===== config.mk =====
export PLATFORM = sky130hd
export DESIGN_NAME = seq_detect_scheduler
export DESIGN_NICKNAME = d
export VERILOG_FILES = /design/src/rtl/seq_sched_pkg.sv /design/src/rtl/seq100_detector.sv /design/src/rtl/seq_detect_scheduler.sv
export SDC_FILE = /design/constraint.sdc
export NUM_CORES = 1
export LEC_CHECK = 0
export CAP_MARGIN = 20
export CELL_PAD_IN_SITES_DETAIL_PLACEMENT = 1
export CELL_PAD_IN_SITES_GLOBAL_PLACEMENT = 1
export CORE_MARGIN = 2
export CORE_UTILIZATION = 38
export CTS_CLUSTER_DIAMETER = 40
export CTS_CLUSTER_SIZE = 20
export DETAILED_ROUTE_END_ITERATION = 7
export GPL_ROUTABILITY_DRIVEN = 0
export PLACE_DENSITY_LB_ADDON = 0.3
export SLEW_MARGIN = 30
export SYNTH_ARGS = -nofsm -noshare
export SYNTH_HDL_FRONTEND = slang
export SYNTH_HIERARCHICAL = 1
export SYNTH_SLANG_ARGS = --single-unit

===== constraint.sdc =====
create_clock -name clock -period 2.4 [get_ports clock]
set_input_delay 0.24 -clock clock [delete_from_list [all_inputs] [get_ports clock]]
set_output_delay 0.24 -clock clock [all_outputs]
set_load 0.01 [all_outputs]

===== src/rtl/seq_sched_pkg.sv =====
// Shared types and defaults for the "100" detector scheduler.
package seq_sched_pkg;

  localparam int DEF_WIDTH = 8;

  typedef enum logic [1:0] {
    IDLE,
    SHIFT,
    FLUSH
  } sched_state_t;

  typedef enum logic [1:0] {
    S0,
    S1,
    S10,
    S100
  } det_state_t;

endpackage


===== src/rtl/seq100_detector.sv =====
// Overlapping Moore detector for the serial pattern "100"; w is high only in S100.
// state | meaning
// S0    | no useful prefix
// S1    | last bit was 1
// S10   | last bits were 1,0
// S100  | pattern just completed
module seq100_detector
  import seq_sched_pkg::*;
(
  input  logic clock,
  input  logic reset,
  input  logic clear,
  input  logic en,
  input  logic j,
  output logic w
);

  det_state_t state_q, state_d;

  always_ff @(posedge clock) begin
    if (reset) state_q <= S0;
    else       state_q <= state_d;
  end

  always_comb begin
    state_d = state_q;
    if (clear) begin
      state_d = S0;
    end else if (en) begin
      unique case (state_q)
        S0:      state_d = j ? S1 : S0;
        S1:      state_d = j ? S1 : S10;
        S10:     state_d = j ? S1 : S100;
        S100:    state_d = j ? S1 : S0;
        default: state_d = S0;
      endcase
    end
    w = (state_q == S100);
  end

endmodule


===== src/rtl/seq_detect_scheduler.sv =====
// Round-robin sharing of one "100" detector between two requesters; each granted
// word is shifted MSB-first through the detector and its hit count is reported.
// state | meaning
// IDLE  | arbitrate, grant latches the word
// SHIFT | one word bit per cycle into the detector
// FLUSH | count a hit produced by the final bit
module seq_detect_scheduler
  import seq_sched_pkg::*;
#(
  parameter int WIDTH = DEF_WIDTH,
  localparam int HIT_W = $clog2(WIDTH) + 1
) (
  input  logic             clock,
  input  logic             reset,
  input  logic             req0,
  input  logic [WIDTH-1:0] data0,
  output logic             gnt0,
  input  logic             req1,
  input  logic [WIDTH-1:0] data1,
  output logic             gnt1,
  output logic             busy,
  output logic             bit_out,
  output logic             det,
  output logic             done,
  output logic             done_id,
  output logic [HIT_W-1:0] hits
);

  localparam int CW = $clog2(WIDTH);

  sched_state_t     state_q, state_d;
  logic             rr_q, rr_d;
  logic [WIDTH-1:0] shreg_q, shreg_d;
  logic [CW-1:0]    bitcnt_q, bitcnt_d;
  logic [HIT_W-1:0] hitcnt_q, hitcnt_d;
  logic             id_q, id_d;
  logic             done_q, done_d;
  logic             done_id_q, done_id_d;
  logic [HIT_W-1:0] hits_q, hits_d;
  logic             det_clear, det_en;
  logic [HIT_W-1:0] hit_inc;

  seq100_detector u_det (
    .clock (clock),
    .reset (reset),
    .clear (det_clear),
    .en    (det_en),
    .j     (bit_out),
    .w     (det)
  );

  assign hit_inc = (det && (hitcnt_q != {HIT_W{1'b1}})) ? hitcnt_q + HIT_W'(1) : hitcnt_q;

  always_ff @(posedge clock) begin
    if (reset) begin
      state_q   <= IDLE;
      rr_q      <= 1'b1;
      shreg_q   <= '0;
      bitcnt_q  <= '0;
      hitcnt_q  <= '0;
      id_q      <= 1'b0;
      done_q    <= 1'b0;
      done_id_q <= 1'b0;
      hits_q    <= '0;
    end else begin
      state_q   <= state_d;
      rr_q      <= rr_d;
      shreg_q   <= shreg_d;
      bitcnt_q  <= bitcnt_d;
      hitcnt_q  <= hitcnt_d;
      id_q      <= id_d;
      done_q    <= done_d;
      done_id_q <= done_id_d;
      hits_q    <= hits_d;
    end
  end

  always_comb begin
    state_d   = state_q;
    rr_d      = rr_q;
    shreg_d   = shreg_q;
    bitcnt_d  = bitcnt_q;
    hitcnt_d  = hitcnt_q;
    id_d      = id_q;
    done_d    = 1'b0;
    done_id_d = done_id_q;
    hits_d    = hits_q;
    gnt0      = 1'b0;
    gnt1      = 1'b0;
    det_clear = 1'b0;
    det_en    = 1'b0;

    unique case (state_q)
      IDLE: begin
        // rr_q holds the last granted requester; the other one wins a tie.
        if (!reset) begin
          if (req0 && (!req1 || rr_q)) gnt0 = 1'b1;
          else if (req1)               gnt1 = 1'b1;
        end
        if (gnt0 || gnt1) begin
          shreg_d   = gnt1 ? data1 : data0;
          det_clear = 1'b1;
          hitcnt_d  = '0;
          id_d      = gnt1;
          rr_d      = gnt1;
          bitcnt_d  = CW'(WIDTH - 1);
          state_d   = SHIFT;
        end
      end
      SHIFT: begin
        det_en   = 1'b1;
        shreg_d  = {shreg_q[WIDTH-2:0], 1'b0};
        hitcnt_d = hit_inc;
        if (bitcnt_q == '0) state_d = FLUSH;
        else                bitcnt_d = bitcnt_q - CW'(1);
      end
      FLUSH: begin
        hitcnt_d  = hit_inc;
        hits_d    = hit_inc;
        done_id_d = id_q;
        done_d    = 1'b1;
        state_d   = IDLE;
      end
      default: state_d = IDLE;
    endcase
  end

  assign busy    = (state_q == SHIFT) || (state_q == FLUSH);
  assign bit_out = (state_q == SHIFT) && shreg_q[WIDTH-1];
  assign done    = done_q;
  assign done_id = done_id_q;
  assign hits    = hits_q;

endmodule


==> flow_summary_export.csv <==
group,metric,value,unit
outcome,outcome,"finished clean",
setup_path,critPathLaunchType,"register",
final_layout,layout-drive-gt1-share,7.11,%
cts,ctsLongestPathBuffers,2,
synthesis,synth_xor_area_share,0.578,%
final_layout,regArea,541,µm²
power,peakVddDrop,0.333,mV
synthesis,ys_seq_area_share,35.6,%
power,internal-power,0.00104,W
global_route,antenna_found_initial,0,
synthesis,synth_simple_gate_area_share,20.0,%
cts,clk_pin_slew,90,ps
timing,fmax,468,MHz
synthesis,synth_area,1520,µm²
placed_design,port-buffer-count,30,
floorplan,die_y,67.2,µm
synthesis,synthAdderAreaFrac,4.95,%
timing,tightest_slew,501,ps
synthesis,synth_top_area_cell,"dfxtp_1",
synthesis,synth_compound_area_share,23.3,%
synthesis,synthCells,171,
placed_design,place_hpwl,2.90,mm
final_layout,multi_input_area,887,µm²
power,cellLeakagePower,0.660,nW
final_layout,final_cell_mix,"clkdlybuf4s50_1, dfxtp_1, nor2_1, a21oi_1, mux2i_1",
floorplan,fp-row-count,22,
timing,period_needed,2140,ps
synthesis,synth_top_family_by_area,"compound AO/OA/AOI/OAI gates",
synthesis,ys_seq_elements,27,
floorplan,start_util,40.5,%
timing,setup_violations,0,
cts,cts.sinks,27,
cts,holdBufCountCts,0,
timing,hold_ws,475,ps
power,pwr-share-clk,15.2,%
synthesis,synth_ff_type,"dfxtp_1",
global_route,grt_max_degree,30,
final_layout,n_fill_cell,455,
floorplan,core-area,3740,µm²
floorplan,dieArea,4510,µm²
cts,post_cts_buffers,0,
cts,cts_root_buffer,"clkbuf_8",
synthesis,muxShareOfSynthArea,9.57,%
synthesis,syn_avg_cell_area,8.87,µm²
power,p_comb_share,48.3,%
power,seqPwrFrac,36.5,%
run,drv_cap,0,
global_route,grt_usage,18.2,%
final_layout,fin_nets,224,
synthesis,synth_edf_count,0,
final_layout,syn2layout_area_growth,24.6,%
cts,htreeDepth,1,
cts,ctsResizeCount,0,
synthesis,synth_top_area_share,35.6,%
setup_path,end_kind,"output pin",
power,p_per_area,916,nW/µm²
cts,clock_latency,270,ps
routing,drc,0,
min_path,hold_class,"reg -> reg",
timing,slew_headroom,66.6,%
floorplan,die_w,67.2,µm
timing,finClkSkew,4.70,ps
synthesis,async_flop_share,0,%
floorplan,pin_count,31,
cts,cts_tree,"built",
global_route,grt_pass1_vias,1379,
synthesis,synth.distinct_cells,48,
synthesis,syn-num-nets,197,
cts,cts_inserted_buffers,3,
final_layout,antenna_cells,0,
routing,dr_total_vias,1395,
setup_path,crit_fanout,12,
routing,ant_nets,0,
power,sw_frac_of_total,39.9,%
synthesis,ys_warn_count,6,
routing,first_pass_iters,4,
setup_path,cp_data_arrival_time,1900,ps
timing,slew_violations,0,
timing,post-route-period-util,89.1,%
routing,dr.first_iter.drc_count,69,
setup_path,required,2160,ps
final_layout,final_common_cell,"clkdlybuf4s50_1",
setup_path,setup.worst_path.class,"reg -> out",
routing,via_per_inst,5.69,
timing,hold_violations,0,
routing,wl_per_cell,15.6,µm
routing,wl,3.83,mm
global_route,grt_overflow,0,
global_route,grt_pass1_wl,6.12,mm
synthesis,synth_area_leaders,"dfxtp_1, mux2i_1, ha_1",
power,switching_power,0.000691,W
timing,rsz0062_at_grt,"no",
timing,fin_tns_setup,0,ps
## stage by stage
step | power (W) | cell area [µm²] | setup slack, ps | util [%] | std cells
after floorplan | 0.00121 | 1520 | 743 | - | 171
after global placement | 0.00141 | 1840 | 439 | 49.3 | 241
after detailed placement | 0.00148 | 1840 | 371 | 49.3 | 241
after CTS | 0.00174 | 1890 | 236 | 50.5 | 245
after global routing | 0.00187 | 1890 | 137 | 50.5 | 245
final | 0.00173 | 1890 | 262 | 50.5 | 245
## worst max-delay path, cell delays in order (launching register included)
cell and delay (ps):
dfxtp_1 340, inv_1 80, ha_1 420, and2_1 240
clkdlybuf4s50_1 550
## cell families (layout without fill, tap and decap cells)
group / Yosys count / in the layout
muxes: 14 / 14
xor gates and xnor gates: 1 / 1
and+or+nand+nor: 53 / 53
AOI/OAI and AO/OA: 50 / 50
DFF: 27 / 27
adders and majority gates: 6 / 6
buffers and inverters: 20 / 46
## registers in the layout, indices dropped and copies added, names as in the netlist
signal         cells
bitcnt_q           3
done               1
done_id            1
hitcnt_q           4
hits               4
id_q               1
rr_q               1
shreg_q            8
state_q            2
u_det/state_q      2
## cell type report
class                           count  area share (%)
Multi-Input combinational cell    124            47.0
Sequential cell                    27            28.6
Timing Repair Buffer               33            17.1
Tap cell                           48            3.18
Clock buffer                        4            2.38
Inverter                            9            1.79
## layer usage
layer / track usage (%) / part of all wire (%) / vias to the layer above
met5: 0 / 0 / -
met4: 7.65 / 1.9 / 0
met3: 2.17 / 4.3 / 7
met2: 35.0 / 51 / 35
met1: 20.0 / 43 / 665
li1: - / - / 688
## cell usage after synthesis (5+ instances only)
cell type  count
ha_1           6
a211oi_1       5
nand3_1        7
nor2_1        13
inv_1          8
mux2i_1       10
o22ai_1        7
buf_2          5
a21oi_1       12
clkbuf_1       5
nand2_1        7
dfxtp_1       27
## final timing paths
check                   from     endpoint  slack, ps  cells after the start
hold reg to reg      hits[3]      hits[3]        470                      2
hold / removal       hits[3]      hits[3]        470                      2
setup / recovery  state_q[1]      bit_out        260                      4
setup reg to reg  state_q[0]  hitcnt_q[3]        460                      7
## power by group through the flow
stage | combinational (W) | sequential (W) | clock, W
after global placement | 0.000783 | 0.000632 | 0
after global routing | 0.000932 | 0.000648 | 0.000294
after detailed placement | 0.000837 | 0.000642 | 0
after floorplan | 0.000584 | 0.000627 | 0
final | 0.000836 | 0.000631 | 0.000264
after CTS | 0.000841 | 0.000631 | 0.000268
(Power assumes the default switching activity.)
